**config.mk**
```make
export PLATFORM = sky130hd
export DESIGN_NAME = cpu_ctrl_fsm
export DESIGN_NICKNAME = d
export VERILOG_FILES = /design/src/rtl/cpu_ctrl_fsm.sv
export SDC_FILE = /design/constraint.sdc
export NUM_CORES = 1
export LEC_CHECK = 0
export CAP_MARGIN = 10
export CORE_MARGIN = 10
export CORE_UTILIZATION = 52
export CTS_BUF_LIST = sky130_fd_sc_hd__clkbuf_2 sky130_fd_sc_hd__clkbuf_4 sky130_fd_sc_hd__clkbuf_8
export CTS_CLUSTER_SIZE = 14
export DETAILED_ROUTE_END_ITERATION = 10
export GPL_TIMING_DRIVEN = 0
export PLACE_DENSITY = 0.94
export SLEW_MARGIN = 20
export SYNTH_ARGS = -nofsm -noshare
export SYNTH_HDL_FRONTEND = slang
export SYNTH_SLANG_ARGS = --single-unit
```
**constraint.sdc**
```tcl
create_clock -name clk -period 2.6 [get_ports clk]
set_input_delay 0.52 -clock clk [delete_from_list [all_inputs] [get_ports clk]]
set_output_delay 0.52 -clock clk [all_outputs]
set_load 0.03 [all_outputs]
```
**src/rtl/cpu_ctrl_fsm.sv**
```systemverilog
// Multi-cycle control sequencer for the RV32I-subset core: fetch, decode, execute,
// memory and writeback strobes, trap on illegal encodings or memory timeouts.
module cpu_ctrl_fsm #(
  parameter int MEM_TIMEOUT = 255
) (
  input  logic        clk,
  input  logic        rst,
  output logic        imem_req,
  input  logic        imem_ack,
  output logic        ir_we,
  input  logic [31:0] operation,
  input  logic [4:0]  rd,
  input  logic        branch_taken,
  output logic        pc_we,
  output logic [1:0]  pc_src,
  output logic [1:0]  alu_a_sel,
  output logic        alu_b_sel,
  output logic [2:0]  imm_sel,
  output logic        rf_we,
  output logic [1:0]  wb_sel,
  output logic        dmem_req,
  output logic        dmem_we,
  output logic [1:0]  dmem_size,
  input  logic        dmem_ack,
  output logic        instr_done,
  output logic [31:0] instret,
  output logic        trap,
  output logic [1:0]  trap_cause,
  output logic [2:0]  state_dbg
);

  typedef enum logic [2:0] {
    S_IDLE    = 3'd0,
    S_FETCH   = 3'd1,
    S_DECODE  = 3'd2,
    S_EXECUTE = 3'd3,
    S_MEM     = 3'd4,
    S_WB      = 3'd5,
    S_TRAP    = 3'd6
  } state_t;

  localparam int CNT_LOG = $clog2(MEM_TIMEOUT + 1);
  localparam int TW = (CNT_LOG > 8) ? CNT_LOG : 8;
  localparam logic [TW-1:0] TMO = TW'(MEM_TIMEOUT);

  state_t      state, state_next;
  logic [31:0] op_q;
  logic [4:0]  rd_q;
  logic [TW-1:0] wait_cnt;
  logic [1:0]  cause_d;

  // op_q is one-hot whenever EXECUTE/MEM/WB are reached, so these are exclusive.
  logic is_alui, is_lui, is_auipc, is_load, is_store, is_jal, is_jalr, is_branch;
  logic [1:0] mem_size;
  logic wait_expired;

  assign is_alui   = |(op_q & 32'hF9C0_0000);
  assign is_lui    = op_q[26];
  assign is_auipc  = op_q[25];
  assign is_load   = |op_q[13:11];
  assign is_store  = |op_q[10:8];
  assign is_jal    = op_q[7];
  assign is_jalr   = op_q[6];
  assign is_branch = |op_q[5:0];
  assign mem_size  = (op_q[13] | op_q[10]) ? 2'd0 :
                     (op_q[12] | op_q[9])  ? 2'd1 : 2'd2;
  assign wait_expired = (wait_cnt == TMO);

  assign trap      = (state == S_TRAP);
  assign state_dbg = state;

  // Request/ack: a request is a level held from state entry until the cycle its
  // ack is sampled high; acks seen while the matching request is low are ignored.
  always_comb begin
    state_next = state;
    cause_d    = 2'd0;
    imem_req   = 1'b0;
    ir_we      = 1'b0;
    pc_we      = 1'b0;
    pc_src     = 2'd0;
    alu_a_sel  = 2'd0;
    alu_b_sel  = 1'b0;
    imm_sel    = 3'd0;
    rf_we      = 1'b0;
    wb_sel     = 2'd0;
    dmem_req   = 1'b0;
    dmem_we    = 1'b0;
    dmem_size  = 2'd0;
    instr_done = 1'b0;
    case (state)
      S_IDLE: state_next = S_FETCH;
      S_FETCH: begin
        imem_req = 1'b1;
        if (imem_ack) begin
          ir_we      = 1'b1;
          state_next = S_DECODE;
        end else if (wait_expired) begin
          state_next = S_TRAP;
          cause_d    = 2'd2;
        end
      end
      S_DECODE: begin
        if (!$onehot(operation)) begin
          state_next = S_TRAP;
          cause_d    = 2'd1;
        end else begin
          state_next = S_EXECUTE;
        end
      end
      S_EXECUTE: begin
        state_next = S_WB;
        if (is_branch) begin
          imm_sel    = 3'd2;
          pc_we      = 1'b1;
          pc_src     = branch_taken ? 2'd1 : 2'd0;
          instr_done = 1'b1;
          state_next = S_FETCH;
        end else if (is_load || is_store) begin
          alu_b_sel  = 1'b1;
          imm_sel    = is_store ? 3'd1 : 3'd0;
          state_next = S_MEM;
        end else if (is_lui) begin
          alu_a_sel = 2'd2;
          imm_sel   = 3'd3;
        end else if (is_auipc) begin
          alu_a_sel = 2'd1;
          imm_sel   = 3'd3;
        end else if (is_alui) begin
          alu_b_sel = 1'b1;
        end else if (is_jal) begin
          imm_sel = 3'd4;
        end
      end
      S_MEM: begin
        dmem_req  = 1'b1;
        dmem_we   = is_store;
        dmem_size = mem_size;
        if (dmem_ack) begin
          if (is_store) begin
            pc_we      = 1'b1;
            instr_done = 1'b1;
            state_next = S_FETCH;
          end else begin
            state_next = S_WB;
          end
        end else if (wait_expired) begin
          state_next = S_TRAP;
          cause_d    = 2'd3;
        end
      end
      S_WB: begin
        rf_we      = (rd_q != 5'd0);
        wb_sel     = is_load ? 2'd1 : ((is_jal || is_jalr) ? 2'd2 : 2'd0);
        pc_we      = 1'b1;
        pc_src     = is_jal ? 2'd1 : (is_jalr ? 2'd2 : 2'd0);
        instr_done = 1'b1;
        state_next = S_FETCH;
      end
      S_TRAP: state_next = S_TRAP;
      default: state_next = S_IDLE;
    endcase
  end

  always_ff @(posedge clk or posedge rst) begin
    if (rst) begin
      state      <= S_IDLE;
      op_q       <= 32'd0;
      rd_q       <= 5'd0;
      wait_cnt   <= '0;
      trap_cause <= 2'd0;
      instret    <= 32'd0;
    end else begin
      state <= state_next;
      if (state == S_DECODE) begin
        op_q <= operation;
        rd_q <= rd;
      end
      // Any state other than a waiting FETCH/MEM clears the count, so entry sees zero.
      if ((state == S_FETCH && !imem_ack) || (state == S_MEM && !dmem_ack))
        wait_cnt <= wait_cnt + TW'(1);
      else
        wait_cnt <= '0;
      if (state != S_TRAP && state_next == S_TRAP)
        trap_cause <= cause_d;
      if (instr_done)
        instret <= instret + 32'd1;
    end
  end

endmodule
```
Yosys cells after proc, flatten, opt, wreduce, memory -nomap -nowiden
Index checks and enable logic that the tools add are counted.
Widths: inputs -> output; s select.
{ "totals": {"word_cells": 121, "reg_bits": 82, "in_bits": 42} }
{ "classes": {"n_reduce_logical": 15, "n_addsub": 33, "bitwise_logic": 2, "mux": 55, "eq_ne": 10} }
{ "op_table": {"columns": ["operator", "n"], "rows": [
  ["$mux 3", 13],
  ["$add 1x1->2", 16],
  ["$add 32x1->32 const B", 1],
  ["$mux 2", 16],
  ["$add 2x2->3", 8],
  ["$mux 1", 21],
  ["$pmux 3 s6", 1],
  ["$add 3x3->4", 4],
  ["$eq 3x3->1 const B", 4],
  ["$add 4x4->5", 2],
  ["$add 8x1->8 const B", 1],
  ["$eq 8x8->1 const B", 1],
  ["$mux 8", 1],
  ["$reduce_or 8->1", 1],
  ["$add 5x5->6", 1],
  ["$eq 3x2->1 const B", 2],
  ["$eq 6x1->1 const B", 1],
  ["$pmux 2 s3", 1],
  ["$reduce_or 3->1", 2],
  ["$reduce_or 6->1", 1],
  ["$reduce_bool 5->1", 1],
  ["$pmux 2 s2", 1],
  ["$eq 3x1->1 const B", 1],
  ["$logic_and 1x1->1", 3],
  ["7 further kinds", 11]
]} }

Logic depth before layout (Yosys ltp)
Gate-level depths: netlist (run 1).
{ "depth": {"depth_word": 10, "depth_mapped": 19, "ltp_nobuf": 19} }

Least setup slack after synthesis (run 1)
OpenSTA, ideal clock, no wires.
{ "synth_timing": {"path_kind": "in2reg", "startpoint": "in operation[5]", "endpoint": "reg state[2], in the netlist state_dbg[2]", "arrival_ps": 5360, "n_path_buf": 0, "stages": 18, "t_required_ps": 2469, "path_slack_ps": -2891, "cell_sequence": "inv_1 -> fa_1 -> inv_1 -> fa_1 -> fa_1 -> fa_1 -> fa_1 -> inv_1 -> fa_1 -> inv_1 -> ha_1 -> fa_1 -> nor4_1 -> nand3b_1 -> or2_2 -> o21ai_0 -> a21oi_1 -> or3_1"} }
{ "synth_via": {"elab_chain_cells": 8} }
{ "synth_lines": {"columns": ["element", "line_no", "text"], "rows": [
  ["from (decl)", "11", "input logic [31:0] operation,"],
  ["$add 1x1->2 (implied by the code)", "103", "if (!$onehot(operation)) begin"],
  ["$add 2x2->3 (implied by the code)", "103", null],
  ["$add 3x3->4 (implied by the code)", "103", null],
  ["$add 4x4->5 (implied by the code)", "103", null],
  ["$add 5x5->6 (implied by the code)", "103", null],
  ["$eq 6x1->1", "103", null],
  ["$mux 3", "103", null],
  ["$pmux 3 s6", "90", "case (state)"],
  ["via state_next[2]", "46", "state_t state, state_next;"],
  ["to (signal assigned)", "173", "state <= state_next;"],
  ["to (decl)", "46", null]
]} }
The timed path passes the listed nets, and every way through them passes these cells.
A chain may end at the register's enable or synchronous reset.

Worst setup path in the final report (run 1)
Same ends and word-level chain as after synthesis.

==> results of run 1 <==
[final timing paths]
| check | cells past startpoint | endpoint | from |
|---|---|---|---|
| min | 3 | op_q[5] | operation[5] |
| max in group asynchronous | 3 | op_q[24] | rst |
| max reg2reg | 6 | trap_cause[1] | state_dbg[1] |
| min in group asynchronous | 2 | instret[29] | rst |
| max | 19 | state_dbg[2] | operation[5] |
| min reg2reg | 1 | instret[31] | instret[31] |
[cells in the final DEF (no fill, tap or decap), drive strengths merged, types with 2 or more instances in the layout]
master | synthesis | layout
nand2b | 3 | 3
nor3 | 16 | 16
dlygate4sd2 | 0 | 8
buf | 6 | 28
inv | 51 | 51
clkinv | 0 | 4
clkbuf | 3 | 19
dlymetal6s2s | 0 | 2
xnor2 | 25 | 25
and2 | 3 | 3
nor3b | 3 | 3
fa | 24 | 24
mux2 | 22 | 22
clkdlybuf4s15 | 0 | 4
nor2b | 2 | 2
nand2 | 29 | 29
a21oi | 11 | 11
nand3b | 2 | 2
and3 | 3 | 3
nand3 | 19 | 19
clkdlybuf4s50 | 0 | 63
ha | 9 | 9
nor4 | 5 | 5
and2b | 2 | 2
a22o | 2 | 2
o21ai | 14 | 14
nor2 | 35 | 35
dfrtp | 74 | 74
nand4 | 12 | 12
xor2 | 12 | 12
or2 | 3 | 3
[worst reg2reg max path, stage by stage, from the launching register on]
cell and delay, ns:
sky130_fd_sc_hd__dfrtp_1 0.48, sky130_fd_sc_hd__or4b_1 0.60, sky130_fd_sc_hd__nor3_2 0.22, sky130_fd_sc_hd__nor3_1 0.08
sky130_fd_sc_hd__a21oi_1 0.12, sky130_fd_sc_hd__nand4_1 0.13, sky130_fd_sc_hd__a22o_1 0.19
[cell type report]
class / count / area (um2)
Buffer: 9 / 53.80
Timing Repair Buffer: 105 / 979.7
Inverter: 51 / 201.4
Multi-Input combinational cell: 267 / 2240
Clock buffer: 10 / 137.6
Sequential cell: 74 / 1853
Clock inverter: 5 / 31.28
Fill cell: 557 / 2223
Tap cell: 102 / 127.6
[state kept, by name, summed over array words and instances, names as in the netlist]
signal / cells
wait_cnt: 8
op_q: 24
rd_q: 5
instret: 32
trap_cause: 2
state_dbg: 3
[layer usage]
metal	routed length [um]	up-vias	part of all wire (%)	global-route usage, %
li1	-	1554	-	-
met1	4347	1626	41	20.03
met2	5566	107	52	30.40
met3	584	18	5.5	5.024
met4	211	0	2.0	6.218
met5	0	-	0	0
[repair_timing]
action / CTS / global route
pin swaps: 24 / 21
setup buffers: 5 / 1
endpoints found under the setup margin: 23 / 15
resized for setup: 109 / 30
gates cloned: 0 / 0
[through the flow]
stage | util [%] | hold slack, ns
6_report | 71.67 | 0.4211
5_1_grt | 71.67 | 0.4273
4_1_cts | 71.44 | 0.4159
3_5_place_dp | 69.07 | 0.4787
3_3_place_gp | 68.69 | 0.4548
2_1_floorplan | - | 0.4507
[logic make-up after synthesis]
group	count (synthesis)
fa+ha+maj	33
mux	22
xor+xnor	37
buf+inv	60
flops	74
compound gates	35
simple gates	140
[power groups by stage]
stage	registers, mW	logic, mW	clock network [mW]
after floorplan	1.80	1.81	0
after CTS	1.75	2.90	0.809
after global routing	1.80	3.24	0.852
final	1.77	2.90	0.790
after global placement	1.74	2.59	0
after detailed placement	1.76	2.77	0
==> results.ini, run 1 <==
[die]
design.core.area_mm2=0.007848
die-width_um=110.6
floorplan.initialDensity_pct=54.40
die_h_um=110.6
io-pin-count=99
core.rowCount=32
fp.dieArea_mm2=0.01223

[yosys]
yosysUniqueCellTypes=49
synth-simple-area-share_pct=18.00
syn_area_per_cell_um2=10.65
leading_cell_types_by_total_area_after_synthesis=sky130_fd_sc_hd__dfrtp_1 (43%), sky130_fd_sc_hd__fa_1 (11%), sky130_fd_sc_hd__mux2_2 (5.8%), sky130_fd_sc_hd__xnor2_1 (5.1%), sky130_fd_sc_hd__inv_1 (4.5%)
synth_area_mm2=0.004269
synth_top_area_cell=sky130_fd_sc_hd__dfrtp_1
synth_compound_gate_area_share_pct=5.598
synthMuxAreaShare_pct=5.803
xor_and_xnor_area_share_after_synthesis_pct=7.591
synth.yosys.warnings=0
synth-edff-count=0
sequential_to_total_area_share_from_yosys_stat_pct=43.38
synthesis.nets=476
adder_and_majority_cell_fraction_of_the_synthesized_area_pct=13.89
synthFlopType=sky130_fd_sc_hd__dfrtp_1
postSynthRegisterBits=74
synth.top_cells.by_count=sky130_fd_sc_hd__dfrtp_1 (74), sky130_fd_sc_hd__inv_1 (51), sky130_fd_sc_hd__nor2_1 (35), sky130_fd_sc_hd__nand2_1 (26), sky130_fd_sc_hd__xnor2_1 (25)
async_reset_ff_share_pct=100.0
synth_top_family_by_area=simple AND/OR/NAND/NOR gates
syn_inst=401
post-synth-top-count-cell=sky130_fd_sc_hd__dfrtp_1
yosys.area.top_type_share_pct=43.38

[worst_setup_path]
timing.critical_path.slowest_cell_delay_ns=0.55
critPathRequiredTime_ns=2.83
worst-path-max-fanout=2
critical-path-top-delay-family=adder cells
worst-setup-path-type=in2reg
critPathBufInv=5
timing.critical_path.cells=buf_8 > inv_8 > fa_1 > inv_2 > fa_1 > fa_1 > fa_1 > fa_1 > inv_2 > fa_1 > inv_2 > ha_4 > fa_1 > nor4_2 > nand3b_1 > or2_4 > o21ai_2 > a21oi_1 > or3_1
timing.critical_path.arrival_ns=5.65
timing.reg2reg.setup_slack_ns=0.67
startpoint_type=input pin
worst_path_max_delay_cell=sky130_fd_sc_hd__fa_1
critical_path.most_common_cell=sky130_fd_sc_hd__fa_1
critPathCaptureType=flop

[layout]
insertedDiodeCount=0
share_of_cells_above_drive_strength_1_pct=21.88
fin_nets=592
final_non_filler_cell_area_mm2=0.005624
post_layout_nonfiller_instances=623
area_delta_synth_final_pct=31.74

[clocking]
cts_tree=done
number_of_clock_sinks=74
cts_max_path_buffers=2
insertion_delay_ns=0.36
path_clk_slew_ns=0.07
post_cts_hold_buffer_count=0
clock-root-buffer=sky130_fd_sc_hd__clkbuf_8
htreeDepth=3
cts_made_buffers=9

[placement]
placed_cell_count=602
post-dp-hpwl_mm=8.562
port_buffers=98
gp_routability_congestion=0.8764
dpl-instance-area_mm2=0.005420
detailedPlace.worstSlack_ns=-3.722

[sta]
totalNegativeSetupSlack_ns=-10.89
maxSlewHeadroom_pct=56.87
min_period_over_period_pct=208.3
grt_setup_unrepaired=yes
timing.final.max_slew_violations=0
setup_viol=4
final_hold_violation_count=0
timing_worst_slew_pin_value_ns=0.6470
timing.clock.skew_ns=0.006837
clock.fmax_mhz=184.7
timing.final.crit_period_ns=5.415
final.setup.worst_slack_ns=-2.815

[grt]
global_route.usage.total_pct=17.52
grt_start_max_net_pins=56
globalRoute.totalOverflow=0
grt_pass1_wl_mm=17.88
antenna_found_initial=0
first_global_vias=3587

[route]
dr.first_iter.drc_count=153
detailedRoute.firstPassIterationCount=4
detail-route-antenna-nets=0
via_count_normalized_by_instance_count=5.305
wirelength_mm=10.71
wl_per_cell_um=17.19
route.detailed.drc=0
vias=3305

[power]
p_switching_mw=2.349
sequentialPowerShare_pct=32.4
power_switching_share_pct=43.07
share_clk_of_total_power_pct=14.5
power.total_mw=5.453
p_leak_nw=2.642
power_per_cell_area_mw_per_mm2=969.6
max-vdd-ir-drop_uv=686.3
pwr-share-comb_pct=53.1
power_report.internal_total_mw=3.104

[flow_run]
maxCapViolCount=0

[outcome]
outcome=complete, but fails checks
failing_checks=negative setup slack

[hold_path]
min-delay-path-class=in2reg

Note: power is estimated with default switching activity, not from simulation.
==> run 2, diff against run 1 <==
CORE_MARGIN = 3   (was 10)
==> run 2 against run 1 <==
Against the previous run:
- the run still ends with negative setup slack left
- critical path depth did not move
- hold slack lost 0.014 ns
- first-iteration DRC count is 7.8% higher
- flip-flop and latch count unchanged
- non-clock buffer count is 1 higher
- fmax fell by 0.46%
- sequential share of layout area decreased by 0.22 points
- cell area increased by 0.67%
==> results.ini, run 2 (synthesized netlist as in run 1, its figures left out) <==
[sta]
final_hold_violation_count=0  ; unchanged
timing.final.crit_period_ns=5.440  ; +0.02475 ns
min_period_over_period_pct=209.2  ; +0.95 points
maxSlewHeadroom_pct=53.09  ; -3.8 points
timing_worst_slew_pin_value_ns=0.7036  ; +0.05663 ns
timing.clock.skew_ns=0.008213  ; +0.001376 ns
final.setup.worst_slack_ns=-2.840  ; -0.02475 ns
totalNegativeSetupSlack_ns=-11.15  ; -0.2606 ns
timing.final.max_slew_violations=0  ; unchanged
hold_ws_ns=0.4075  ; -0.01357 ns
grt_setup_unrepaired=yes
setup_viol=4  ; unchanged
clock.fmax_mhz=183.8  ; -0.46%

[worst_setup_path]
timing.reg2reg.setup_slack_ns=0.57  ; -0.10 ns
critPathRequiredTime_ns=2.83  ; about the same
startpoint_type=input pin
critPathCaptureType=flop
worst-setup-path-type=in2reg
timing.critical_path.arrival_ns=5.67  ; +0.02 ns
rr_worst_depth=7  ; +1
reg2reg_to=instret[31]
worst-path-max-fanout=2  ; unchanged
r2r_startpoint=state_dbg[2]

[grt]
antenna_found_initial=0  ; unchanged
global_route.usage.total_pct=23.56  ; +6.0 points
grt_start_max_net_pins=51  ; -8.9%
first_global_vias=3607  ; +0.56%
globalRoute.totalOverflow=0  ; unchanged
grt_pass1_wl_mm=17.81  ; -0.39%

[clocking]
cts_made_buffers=9  ; unchanged
post_cts_hold_buffer_count=0  ; unchanged
htreeDepth=3  ; unchanged
path_clk_slew_ns=0.08  ; about the same
cts_max_path_buffers=2  ; unchanged
insertion_delay_ns=0.35  ; about the same
number_of_clock_sinks=74  ; unchanged
cts_tree=done
clock-root-buffer=sky130_fd_sc_hd__clkbuf_8

[route]
via_count_normalized_by_instance_count=5.390  ; +1.6%
vias=3369  ; +1.9%
route.detailed.drc=0  ; unchanged
detail-route-antenna-nets=0  ; unchanged
dr.first_iter.drc_count=165  ; +7.8%
wl_per_cell_um=17.05  ; -0.80%
wirelength_mm=10.66  ; -0.49%
detailedRoute.firstPassIterationCount=4  ; unchanged

[layout]
largest_reg_flops=32  ; unchanged
final_common_cell=sky130_fd_sc_hd__dfrtp_1
register_with_the_most_flip_flops=instret
largest_registers_in_the_final_layout=instret: 32 flops, op_q: 24 flops, wait_cnt: 8 flops
final_non_filler_cell_area_mm2=0.005662  ; +0.67%
share_of_cells_above_drive_strength_1_pct=21.80  ; -0.084 points
area_delta_synth_final_pct=32.62
post_layout_nonfiller_instances=625  ; +0.32%
commonest_non_fill_non_tap_cells_in_the_layout=sky130_fd_sc_hd__dfrtp_1 (73), sky130_fd_sc_hd__clkdlybuf4s50_1 (63), sky130_fd_sc_hd__inv_1 (43)
insertedDiodeCount=0  ; unchanged
fin_nets=593  ; +0.17%

[die]
io-pin-count=99  ; unchanged
design.core.area_mm2=0.007848  ; unchanged
floorplan.initialDensity_pct=54.40  ; unchanged
fp.dieArea_mm2=0.009333  ; -24%
core.rowCount=32  ; unchanged
die_h_um=96.61  ; -13%
die-width_um=96.61  ; -13%

[outcome]
failing_checks=negative setup slack
outcome=complete, but fails checks

[hold_path]
hold_path_startpoint=operation[27]
min-delay-path-class=in2reg
holdPathEnd=op_q[27]
timing.hold.worst_path_depth=2  ; -1

[power]
power_per_cell_area_mw_per_mm2=981.9  ; +1.3%
power_switching_share_pct=43.60  ; +0.53 points
p_switching_mw=2.424  ; +3.2%
power.total_mw=5.559  ; +1.9%
pwr-share-comb_pct=53.6  ; +0.5 points
sequentialPowerShare_pct=31.8  ; -0.6 points
p_leak_nw=2.643  ; about the same
share_clk_of_total_power_pct=14.6  ; about the same
max-vdd-ir-drop_uv=523.6  ; -24%
power_report.internal_total_mw=3.135  ; +1.0%

[placement]
dpl-instance-area_mm2=0.005420  ; unchanged
port_buffers=98  ; unchanged
post-dp-hpwl_mm=8.151  ; -4.8%
gp_routability_congestion=0.9288  ; +6.0%
placed_cell_count=602  ; unchanged

[flow_run]
maxCapViolCount=0  ; unchanged

## run 2: changes by cell type in the layout (fill, tap and decap cells not counted), moves of 2 or more
cell | previous run | this run
sky130_fd_sc_hd__dlygate4sd2_1 | 8 | 10
sky130_fd_sc_hd__inv_2 | 7 | 5
sky130_fd_sc_hd__clkdlybuf4s15_1 | 3 | 5
sky130_fd_sc_hd__clkinvlp_4 | 1 | 3
sky130_fd_sc_hd__buf_6 | 3 | 6
sky130_fd_sc_hd__clkbuf_2 | 6 | 3
## run 2: critical path: stages
cell	delay, ns
sky130_fd_sc_hd__buf_6	0.07
sky130_fd_sc_hd__inv_4	0.03
sky130_fd_sc_hd__fa_1	0.55
sky130_fd_sc_hd__inv_2	0.04
sky130_fd_sc_hd__fa_1	0.53
sky130_fd_sc_hd__fa_1	0.52
sky130_fd_sc_hd__fa_1	0.51
sky130_fd_sc_hd__fa_1	0.51
sky130_fd_sc_hd__inv_1	0.04
sky130_fd_sc_hd__fa_1	0.48
sky130_fd_sc_hd__inv_1	0.05
sky130_fd_sc_hd__ha_2	0.17
sky130_fd_sc_hd__fa_1	0.47
sky130_fd_sc_hd__nor4_2	0.17
sky130_fd_sc_hd__nand3b_1	0.16
sky130_fd_sc_hd__or2_4	0.27
sky130_fd_sc_hd__o21ai_2	0.12
sky130_fd_sc_hd__a21oi_1	0.07
sky130_fd_sc_hd__or3_1	0.37
## run 2: metal layers
layer  GRT usage (%)  part of all wire (%)  up-vias
met3           4.831                   4.8       22
li1                -                     -     1548
met5               0                     0        -
met2           40.98                    53      125
met4           7.559                   2.2        0
met1           29.44                    40     1674
## run 2: repair_timing
action                                 in CTS  in global routing
pin swaps                                  25                 20
setup buffers                               7                  1
resized for setup                         104                 32
setup endpoints to repair                  23                 14
gates cloned                                0                  0
endpoints found under the hold margin       0                  0
## run 2: final cells by class
class / instances / area (um2)
clock inverters: 6 / 41.29
clock buffers: 10 / 137.6
flip-flops and latches: 74 / 1853
multi-input cells: 267 / 2243
plain buffers: 9 / 53.80
fillers: 536 / 2186
well taps: 102 / 127.6
repair buffers: 106 / 1001
inverters: 51 / 203.9
## run 2: power by group through the flow
stage | Sequential, mW | Clock (mW) | Combinational, mW
finish | 1.77 | 0.812 | 2.98
global route | 1.81 | 0.882 | 3.29
CTS | 1.75 | 0.827 | 2.86
detailed placement | 1.76 | 0 | 2.74
global placement | 1.74 | 0 | 2.56
floorplan | 1.80 | 0 | 1.81
## run 2: how the worst max path moves through the flow
stage / end / from / slack [ns]
4_1_cts: state_dbg[2] / operation[23] / -2.91
2_1_floorplan: state_dbg[2] / operation[5] / -2.76
5_1_grt: state_dbg[2] / operation[9] / -2.94
3_5_place_dp: state_dbg[2] / operation[5] / -3.62
3_3_place_gp: state_dbg[2] / operation[5] / -3.56
6_report: state_dbg[2] / operation[9] / -2.84
## run 2: metrics by stage
stage	util (%)	worst slack, ns
floorplan	-	-2.759
global placement	68.69	-3.559
detailed placement	69.07	-3.621
CTS	71.62	-2.905
global route	72.15	-2.943
finish	72.15	-2.840
==> run 3, diff against run 2 <==
CELL_PAD_IN_SITES_DETAIL_PLACEMENT = 2   (was not set)
CELL_PAD_IN_SITES_GLOBAL_PLACEMENT = 2   (was not set)
CORE_UTILIZATION = 33   (was 52)
==> run 3 against run 2 <==
Against the previous run:
- the flow still finishes with violations (negative setup slack)
- register-to-register slack worse by 0.25 ns
- sequential power is 4% higher
- clock-buffer cell count is 4 higher
- setup slack worse by 0.20 ns
- largest cell class unchanged
- sequential share of layout area is 1.8 points lower
- total power is 18% higher
- hold slack worse by 0.017 ns
- combinational power is 23% higher
- critical path depth stayed put
- first-iteration DRC count is 44% higher
- cell count is 13% higher
==> results.ini, run 3 (synthesized netlist as in run 1, its figures left out) <==
[clocking]
cts_max_path_buffers=2  ; unchanged
number_of_clock_sinks=74  ; unchanged
post_cts_hold_buffer_count=0  ; unchanged
htreeDepth=3  ; unchanged
cts_tree=done
path_clk_slew_ns=0.08  ; about the same
insertion_delay_ns=0.38  ; +0.03 ns
cts_made_buffers=9  ; unchanged
clock-root-buffer=sky130_fd_sc_hd__clkbuf_8

[route]
route.detailed.drc=0  ; unchanged
vias=3630  ; +7.7%
wl_per_cell_um=24.82  ; +46%
detailedRoute.firstPassIterationCount=4  ; unchanged
detail-route-antenna-nets=0  ; unchanged
dr.first_iter.drc_count=237  ; +44%
wirelength_mm=17.50  ; +64%
via_count_normalized_by_instance_count=5.149  ; -4.5%

[worst_setup_path]
critPathCaptureType=flop
worst_path_max_delay_cell=sky130_fd_sc_hd__fa_2
timing.critical_path.slowest_cell_delay_ns=0.61  ; +0.06 ns
critical_path_cell_count=19  ; unchanged
critical_path.most_common_cell=sky130_fd_sc_hd__fa_1
timing.critical_path.arrival_ns=5.89  ; +0.22 ns
timing.critical_path.cells=buf_6 > inv_4 > fa_1 > inv_2 > fa_2 > fa_1 > fa_1 > fa_1 > inv_2 > fa_1 > inv_2 > ha_4 > fa_1 > nor4_2 > nand3b_1 > or2_4 > o21ai_2 > a21oi_2 > or3_1
critPathBufInv=5  ; unchanged
worst-path-max-fanout=2  ; unchanged
startpoint_type=input pin
critical-path-top-delay-family=adder cells
critPathRequiredTime_ns=2.86  ; +0.03 ns
worst-setup-path-type=in2reg
rr_worst_depth=9  ; +2

[outcome]
outcome=complete, but fails checks
failing_checks=negative setup slack

[sta]
maxSlewHeadroom_pct=48.80  ; -4.3 points
min_period_over_period_pct=216.7  ; +7.5 points
clock.fmax_mhz=177.5  ; -3.5%
timing.clock.skew_ns=0.01405  ; +0.005840 ns
final_hold_violation_count=0  ; unchanged
setup_viol=8  ; +4
grt_setup_unrepaired=yes
timing.final.crit_period_ns=5.635  ; +0.1954 ns
timing.final.max_slew_violations=0  ; unchanged
final.setup.worst_slack_ns=-3.035  ; -0.1954 ns
timing_worst_slew_pin_value_ns=0.7679  ; +0.06436 ns

[layout]
register_with_the_most_flip_flops=instret
largest_reg_flops=32  ; unchanged
final_common_cell=sky130_fd_sc_hd__dfrtp_1
post_layout_nonfiller_instances=705  ; +13%
share_of_cells_above_drive_strength_1_pct=27.75  ; +5.9 points
area_delta_synth_final_pct=40.47
largest_registers_in_the_final_layout=instret: 32 flops, op_q: 24 flops, wait_cnt: 8 flops
commonest_non_fill_non_tap_cells_in_the_layout=sky130_fd_sc_hd__dfrtp_1 (73), sky130_fd_sc_hd__clkdlybuf4s50_1 (63), sky130_fd_sc_hd__inv_1 (41)
fin_nets=607  ; +2.4%
final_non_filler_cell_area_mm2=0.005997  ; +5.9%
insertedDiodeCount=0  ; unchanged

[die]
die_h_um=119.7  ; +24%
core.rowCount=40  ; +25%
design.core.area_mm2=0.01231  ; +57%
fp.dieArea_mm2=0.01434  ; +54%
die-width_um=119.7  ; +24%
io-pin-count=99  ; unchanged
floorplan.initialDensity_pct=34.67  ; -20 points

[hold_path]
min-delay-path-class=in2reg
timing.hold.worst_path_depth=2  ; unchanged

[grt]
grt_pass1_wl_mm=25.41  ; +43%
grt_start_max_net_pins=52  ; +2.0%
global_route.usage.total_pct=23.68  ; +0.12 points
globalRoute.totalOverflow=0  ; unchanged
first_global_vias=4252  ; +18%
antenna_found_initial=0  ; unchanged

[power]
p_leak_nw=2.744  ; +3.8%
power_per_cell_area_mw_per_mm2=1098  ; +12%
max-vdd-ir-drop_uv=427.9  ; -18%

[placement]
dpl-instance-area_mm2=0.005503  ; +1.5%
gp_routability_congestion=0.8738  ; -5.9%
post-dp-hpwl_mm=11.12  ; +36%
port_buffers=98  ; unchanged
placed_cell_count=668  ; +11%

[flow_run]
maxCapViolCount=0  ; unchanged

-- run 3: cell types whose count changed in the layout (fill, tap and decap cells not counted), sizes merged --
| cell | delta |
|---|---|
| dlymetal6s2s | -1 |
| dlygate4sd2 | -3 |
| clkdlybuf4s15 | -4 |
| clkbuf | +7 |
| clkinv | -2 |
| bufinv | +2 |
| clkinvlp | -3 |
| inv | -1 |
| buf | +19 |
-- run 3: worst paths after layout --
kind	startpoint	to	slack, ns
min in group asynchronous	rst	wait_cnt[6]	0.49
min reg2reg	instret[31]	instret[31]	0.47
max	operation[7]	state_dbg[2]	-3.04
max in group asynchronous	rst	op_q[26]	1.53
max reg2reg	state_dbg[0]	instret[31]	0.32
min	operation[23]	op_q[23]	0.39
-- run 3: routing by layer --
layer,track usage [%],vias up,share of wire [%]
met4,10.09,0,3.5
met3,4.383,40,4.1
met2,44.46,114,55
met1,25.95,1895,37
met5,0,-,0
li1,-,1581,-
-- run 3: power breakdown --
part | switching [mW] | leakage, nW | total [mW] | internal (mW)
registers | 0.384 | 0.933 | 1.84 | 1.46
clock network | 0.451 | 0.119 | 1.06 | 0.611
logic | 2.17 | 1.69 | 3.68 | 1.51
total | 3.01 | 2.74 | 6.58 | 3.58
-- run 3: repair_timing --
action                     in CTS  in global routing
setup endpoints to repair      24                 17
pin swaps                      27                 15
setup buffers                  12                 10
gates resized for setup       147                 44
-- run 3: final cells by class --
cell class	instances	area [um2]
Timing Repair Buffer	120	1112
Clock buffer	14	167.7
Fill cell	1267	6315
Multi-Input combinational cell	267	2336
Inverter	51	203.9
Sequential cell	74	1853
Buffer	9	53.80
Tap cell	168	210.2
Clock inverter	2	60.06
-- run 3: through the flow --
step / setup TNS (ns) / total power [mW] / setup slack, ns / util (%) / hold WS (ns)
detailed placement: -16.56 / 4.673 / -3.742 / 44.70 / 0.4645
global placement: -89.67 / 4.388 / -3.619 / 44.45 / 0.4549
global route: -12.89 / 6.937 / -3.101 / 48.71 / 0.3768
finish: -12.17 / 6.584 / -3.035 / 48.71 / 0.3903
CTS: -11.96 / 6.053 / -2.943 / 47.89 / 0.3908
floorplan: -10.42 / 3.620 / -2.759 / - / 0.4507
